[config.mk]
export PLATFORM = sky130hd
export DESIGN_NAME = fir_mac_sequencer
export DESIGN_NICKNAME = d
export VERILOG_FILES = /design/src/rtl/fir_mac_sequencer.sv
export SDC_FILE = /design/constraint.sdc
export NUM_CORES = 1
export LEC_CHECK = 0
export BUFFER_PORTS_ARGS = -buffer_cell sky130_fd_sc_hd__buf_2
export CAP_MARGIN = 10
export CORE_AREA = 2 2 166 168
export CTS_BUF_LIST = sky130_fd_sc_hd__clkbuf_4 sky130_fd_sc_hd__clkbuf_8 sky130_fd_sc_hd__clkbuf_16
export CTS_CLUSTER_DIAMETER = 120
export CTS_CLUSTER_SIZE = 40
export DETAILED_ROUTE_END_ITERATION = 7
export DIE_AREA = 0 0 168 170
export GPL_ROUTABILITY_DRIVEN = 0
export PLACE_DENSITY = 0.85
export SYNTH_ARGS = -nofsm -noshare
export SYNTH_HDL_FRONTEND = slang
export SYNTH_SLANG_ARGS = --single-unit
[constraint.sdc]
create_clock -name clk -period 12.1 [get_ports clk]
set_input_delay 2.42 -clock clk [delete_from_list [all_inputs] [get_ports clk]]
set_output_delay 2.42 -clock clk [all_outputs]
set_load 0.1 [all_outputs]
[src/rtl/fir_mac_sequencer.sv]
// Time-multiplexed FIR: one shared multiply-accumulate walks TAPS taps per accepted sample,
// driving a circular sample RAM and a coefficient ROM (both 1-cycle synchronous reads).
module fir_mac_sequencer #(
    parameter int TAPS  = 16,
    parameter int AW    = 4,
    parameter int DW    = 16,
    parameter int CW    = 16,
    parameter int SHIFT = 15,
    parameter int ACCW  = DW + CW + AW
) (
    input  logic          clk,
    input  logic          rst,
    input  logic          in_valid,
    output logic          in_ready,
    input  logic [DW-1:0] in_sample,
    output logic          buf_we,
    output logic [AW-1:0] buf_waddr,
    output logic [DW-1:0] buf_wdata,
    output logic [AW-1:0] buf_raddr,
    input  logic [DW-1:0] buf_rdata,
    output logic [AW-1:0] coef_addr,
    input  logic [CW-1:0] coef_data,
    output logic          out_valid,
    input  logic          out_ready,
    output logic [DW-1:0] out_sample,
    output logic          busy
);

    typedef enum logic [2:0] {
        INIT,
        IDLE,
        WRITE,
        MAC,
        DRAIN,
        OUT
    } state_t;

    localparam logic [AW-1:0]          LAST    = AW'(TAPS - 1);
    localparam logic signed [ACCW-1:0] SAT_MAX = ACCW'((2 ** (DW - 1)) - 1);
    localparam logic signed [ACCW-1:0] SAT_MIN = ACCW'(-(2 ** (DW - 1)));

    state_t state_q, state_d;

    logic [AW-1:0]          wptr_q, wptr_d;
    logic [AW-1:0]          cnt_q, cnt_d;
    logic [DW-1:0]          sample_q, sample_d;
    logic signed [ACCW-1:0] acc_q, acc_d;
    logic                   rdValid_q, rdValid_d;
    logic [DW-1:0]          outSample_q, outSample_d;

    logic signed [DW+CW-1:0] product;
    logic signed [ACCW-1:0]  productExt;
    logic signed [ACCW-1:0]  shifted;
    logic [DW-1:0]           satValue;

    always_ff @(posedge clk or negedge rst) begin
        if (!rst) begin
            state_q <= INIT;
        end else begin
            state_q <= state_d;
        end
    end

    always_comb begin
        state_d = state_q;
        case (state_q)
            INIT:    if (cnt_q == LAST) state_d = IDLE;
            IDLE:    if (in_valid) state_d = WRITE;
            WRITE:   state_d = MAC;
            MAC:     if (cnt_q == LAST) state_d = DRAIN;
            DRAIN:   state_d = OUT;
            OUT:     if (out_ready) state_d = IDLE;
            default: state_d = INIT;
        endcase
    end

    // Full-precision product, sign-extended into the accumulator before summing.
    assign product    = $signed(buf_rdata) * $signed(coef_data);
    assign productExt = ACCW'(product);
    assign shifted    = acc_d >>> SHIFT;

    always_comb begin
        if (shifted > SAT_MAX) begin
            satValue = {1'b0, {(DW-1){1'b1}}};
        end else if (shifted < SAT_MIN) begin
            satValue = {1'b1, {(DW-1){1'b0}}};
        end else begin
            satValue = shifted[DW-1:0];
        end
    end

    // rdValid_q marks the cycle in which RAM/ROM data for the previous MAC issue is present.
    always_comb begin
        wptr_d      = wptr_q;
        cnt_d       = cnt_q;
        sample_d    = sample_q;
        acc_d       = acc_q;
        rdValid_d   = (state_q == MAC);
        outSample_d = outSample_q;
        case (state_q)
            INIT:  cnt_d = cnt_q + AW'(1);
            IDLE:  if (in_valid) sample_d = in_sample;
            WRITE: cnt_d = '0;
            MAC:   cnt_d = cnt_q + AW'(1);
            OUT:   if (out_ready) wptr_d = wptr_q + AW'(1);
            default: ;
        endcase
        if (state_q == WRITE) begin
            acc_d = '0;
        end else if (rdValid_q) begin
            acc_d = acc_q + productExt;
        end
        if (state_q == DRAIN) begin
            outSample_d = satValue;
        end
    end

    always_ff @(posedge clk or negedge rst) begin
        if (!rst) begin
            wptr_q      <= '0;
            cnt_q       <= '0;
            sample_q    <= '0;
            acc_q       <= '0;
            rdValid_q   <= 1'b0;
            outSample_q <= '0;
        end else begin
            wptr_q      <= wptr_d;
            cnt_q       <= cnt_d;
            sample_q    <= sample_d;
            acc_q       <= acc_d;
            rdValid_q   <= rdValid_d;
            outSample_q <= outSample_d;
        end
    end

    // Outputs are gated by the reset level so everything reads zero while reset is held.
    always_comb begin
        in_ready   = 1'b0;
        buf_we     = 1'b0;
        buf_waddr  = '0;
        buf_wdata  = '0;
        buf_raddr  = '0;
        coef_addr  = '0;
        out_valid  = 1'b0;
        out_sample = '0;
        busy       = 1'b0;
        if (rst) begin
            out_sample = outSample_q;
            busy       = (state_q != IDLE);
            case (state_q)
                INIT: begin
                    buf_we    = 1'b1;
                    buf_waddr = cnt_q;
                end
                IDLE: in_ready = 1'b1;
                WRITE: begin
                    buf_we    = 1'b1;
                    buf_waddr = wptr_q;
                    buf_wdata = sample_q;
                end
                MAC: begin
                    buf_raddr = wptr_q - cnt_q;
                    coef_addr = cnt_q;
                end
                OUT: out_valid = 1'b1;
                default: ;
            endcase
        end
    end

endmodule
==> impl_metrics.json <==
{
  "post_synth.cell_area_avg_um2": 9.24,
  "dpl_cell_area_um2": 16400,
  "arrival_ns": 9.61,
  "core_area_um2": 26700,
  "min_period_over_period": 0.781,
  "synthArstFlopShare": 1.00,
  "crit_top_cell": "fa_1",
  "first_pass_iters": 5,
  "grt.total_usage": 0.269,
  "rsz0062_at_grt": "no",
  "clk_pin_slew_ns": 0.06,
  "synth.area.top_cells": "fa_1 (40%), dfrtp_1 (13%), inv_1 (9.5%)",
  "cts_root_buf": "clkbuf_16",
  "slew_headroom": 0.232,
  "yosysSeqAreaShare": 0.127,
  "die_h_um": 170,
  "clock_sinks": 80,
  "grt_overflow": 0,
  "ys_types": 59,
  "fin_nets": 2228,
  "final_cell_mix": "inv_1 (398), fa_1 (315), nand2_1 (151)",
  "multi_input_area_um2": 12000,
  "cts_hold_buffers": 0,
  "num_vias": 11673,
  "ys_ff_latch": 80,
  "hpwl_um": 29900,
  "synth_top_area_share": 0.400,
  "layout_min_cycle_time_ns": 9.45,
  "fillers": 2130,
  "grt_pass1_vias": 12974,
  "dieArea_um2": 28600,
  "max_cap_viol_count": 0,
  "fmax_ghz": 0.106,
  "numCtsBuffers": 9,
  "synth_warnings": 0,
  "netlist_area_um2": 15800,
  "postLayoutCellArea_um2": 16800,
  "cts_resized": 0,
  "worstMarginPinSlew_ns": 1.15,
  "clk_latency_ns": 0.33,
  "slew_violations": 0,
  "layout-drive-gt1-share": 0.0838,
  "io-pin-count": 100,
  "synthCells": 1706,
  "layout_commonest_cell": "inv_1",
  "skew_ns": 0.00869,
  "clock_path_buffers": 2,
  "grt_pass1_wl_um": 62100,
  "syn_to_final_growth_pct": 6.38,
  "initial_core_util": 0.591,
  "ys.flop_type": "dfrtp_1",
  "crit_path_max_incr_delay_ns": 0.91,
  "cp-end-kind": "register",
  "finalHoldViolCount": 0,
  "route.detailed.drc": 0,
  "grt_antenna_before_repair": 0,
  "crit_type": "input pin to register",
  "rows": 60,
  "setup_tns_ns": 0,
  "wl_per_cell_um": 17.0,
  "start_kind": "input pin",
  "syn-num-nets": 2185,
  "min_path_type": "register to register",
  "slowest_stage": "fa_1",
  "critPathMaxFanout": 16,
  "cts_max_level": 3,
  "die_width_um": 168,
  "ant_nets": 0,
  "port_buffers": 99,
  "synth_top_area_cell": "fa_1",
  "via_per_inst": 5.57,
  "crit_required_ns": 12.26,
  "status": "complete, no violations",
  "grt_max_degree": 89,
  "setup_violations": 0,
  "drt_iter0_drc": 859,
  "post_cts_buffers": 0,
  "wirelength_um": 35700,
  "crit_chain": "buf_2 -> and2_1 -> inv_1 -> fa_1 -> fa_1 -> fa_1 -> inv_1 -> fa_1 -> fa_1 -> inv_1 -> fa_1 -> inv_1 -> ha_1 -> nand2_1 -> o21ai_0 -> a32oi_1 -> a22oi_1 -> a31oi_1 -> xnor2_1 -> a31oi_1 -> nor4b_1 -> a211oi_2 -> o22ai_1",
  "cts_tree": "built",
  "diodes": 0,
  "register_area_um2": 2000,
  "synth_edf_count": 0
}
## routing by layer
metal,share of wire,GRT usage,wire length [um]
met5,0,0,0
met3,0.064,0.0465,2270
met1,0.41,0.355,14700
met4,0.026,0.0824,943
met2,0.50,0.458,17700
## kinds of logic (layout without fill, tap and decap cells)
kind of cell / count (synthesis) / after routing / share of synthesized area
simple gates: 467 / 467 / 0.146
compound gates: 174 / 174 / 0.0706
fa+ha+maj: 428 / 428 / 0.490
flops: 80 / 80 / 0.127
xor+xnor: 43 / 43 / 0.0239
mux: 46 / 46 / 0.0306
buf+inv: 468 / 516 / 0.112
## registers in the layout, indices dropped and copies added, names as in the netlist
signal and cells:
outSample_q 16, rdValid_q 1, acc_q 36, wptr_q 4
state_q 3, sample_q 16, cnt_q 4
## critical path: cells and delay by family
kind,cells,cell delay (ns)
buffers and inverters,5,0.53
xor gates and xnor gates,1,0.15
and+or+nand+nor,3,0.41
AOI/OAI and AO/OA,7,2.33
adders and majority gates,7,3.75
## per-stage QoR
step	util	instances	hold slack, ns	setup WS [ns]
2_1_floorplan	-	1706	0.442	3.36
3_3_place_gp	0.617	2079	0.482	2.62
3_5_place_dp	0.617	2079	0.474	2.39
4_1_cts	0.629	2095	0.503	2.72
5_1_grt	0.629	2095	0.518	2.27
6_report	0.629	2095	0.499	2.65
## worst paths after layout
check / start / end / slack, ns / cells after the start
worst max-delay path: coef_data[2] / outSample_q[10]$_DFFE_PN0N_ / 2.65 / 23
worst min-delay path: sample_q[2]$_DFFE_PN0P_ / sample_q[2]$_DFFE_PN0P_ / 0.50 / 1
worst max register to register: acc_q[15]$_DFF_PN0_ / outSample_q[10]$_DFFE_PN0N_ / 5.65 / 20
worst min register to register: sample_q[2]$_DFFE_PN0P_ / sample_q[2]$_DFFE_PN0P_ / 0.50 / 1
max in group asynchronous: rst / outSample_q[3]$_DFFE_PN0N_ / 8.87 / 2
min in group asynchronous: rst / wptr_q[0]$_DFFE_PN0P_ / 2.02 / 1
## synthesized netlist by cell type, types with 2 or more instances
master / instances
buf_6: 2
o21bai_1: 5
a41oi_1: 3
a31oi_1: 7
o211ai_1: 5
o21ai_0: 38
ha_1: 112
fa_1: 315
nand3_1: 12
dfrtp_1: 80
clkbuf_1: 67
or3_1: 2
and2_1: 145
a22oi_1: 3
nor2_1: 97
o22ai_1: 19
and3_1: 25
or2_2: 2
a211oi_2: 2
a21oi_1: 43
inv_1: 398
nand2b_1: 5
a21o_1: 14
a21boi_0: 2
mux2i_1: 28
a211oi_1: 11
nor2b_1: 3
nor3_1: 6
xnor2_1: 32
xor2_1: 11
o31ai_1: 2
nand2_1: 151
nor4b_1: 3
o21a_1: 3
nor3b_1: 2
nand4_1: 11
mux2_2: 18
## cell type report
class | instances | area share
tap | 341 | 0.0255
multi-input combinational | 1158 | 0.715
sequential | 80 | 0.119
inverter | 398 | 0.0891
clock buffer | 10 | 0.0139
timing repair buffer | 102 | 0.0310
clock inverter | 6 | 0.00552
Power is not shown: default switching activity piles up to over one toggle a cycle in this logic, so the estimate is an artifact.
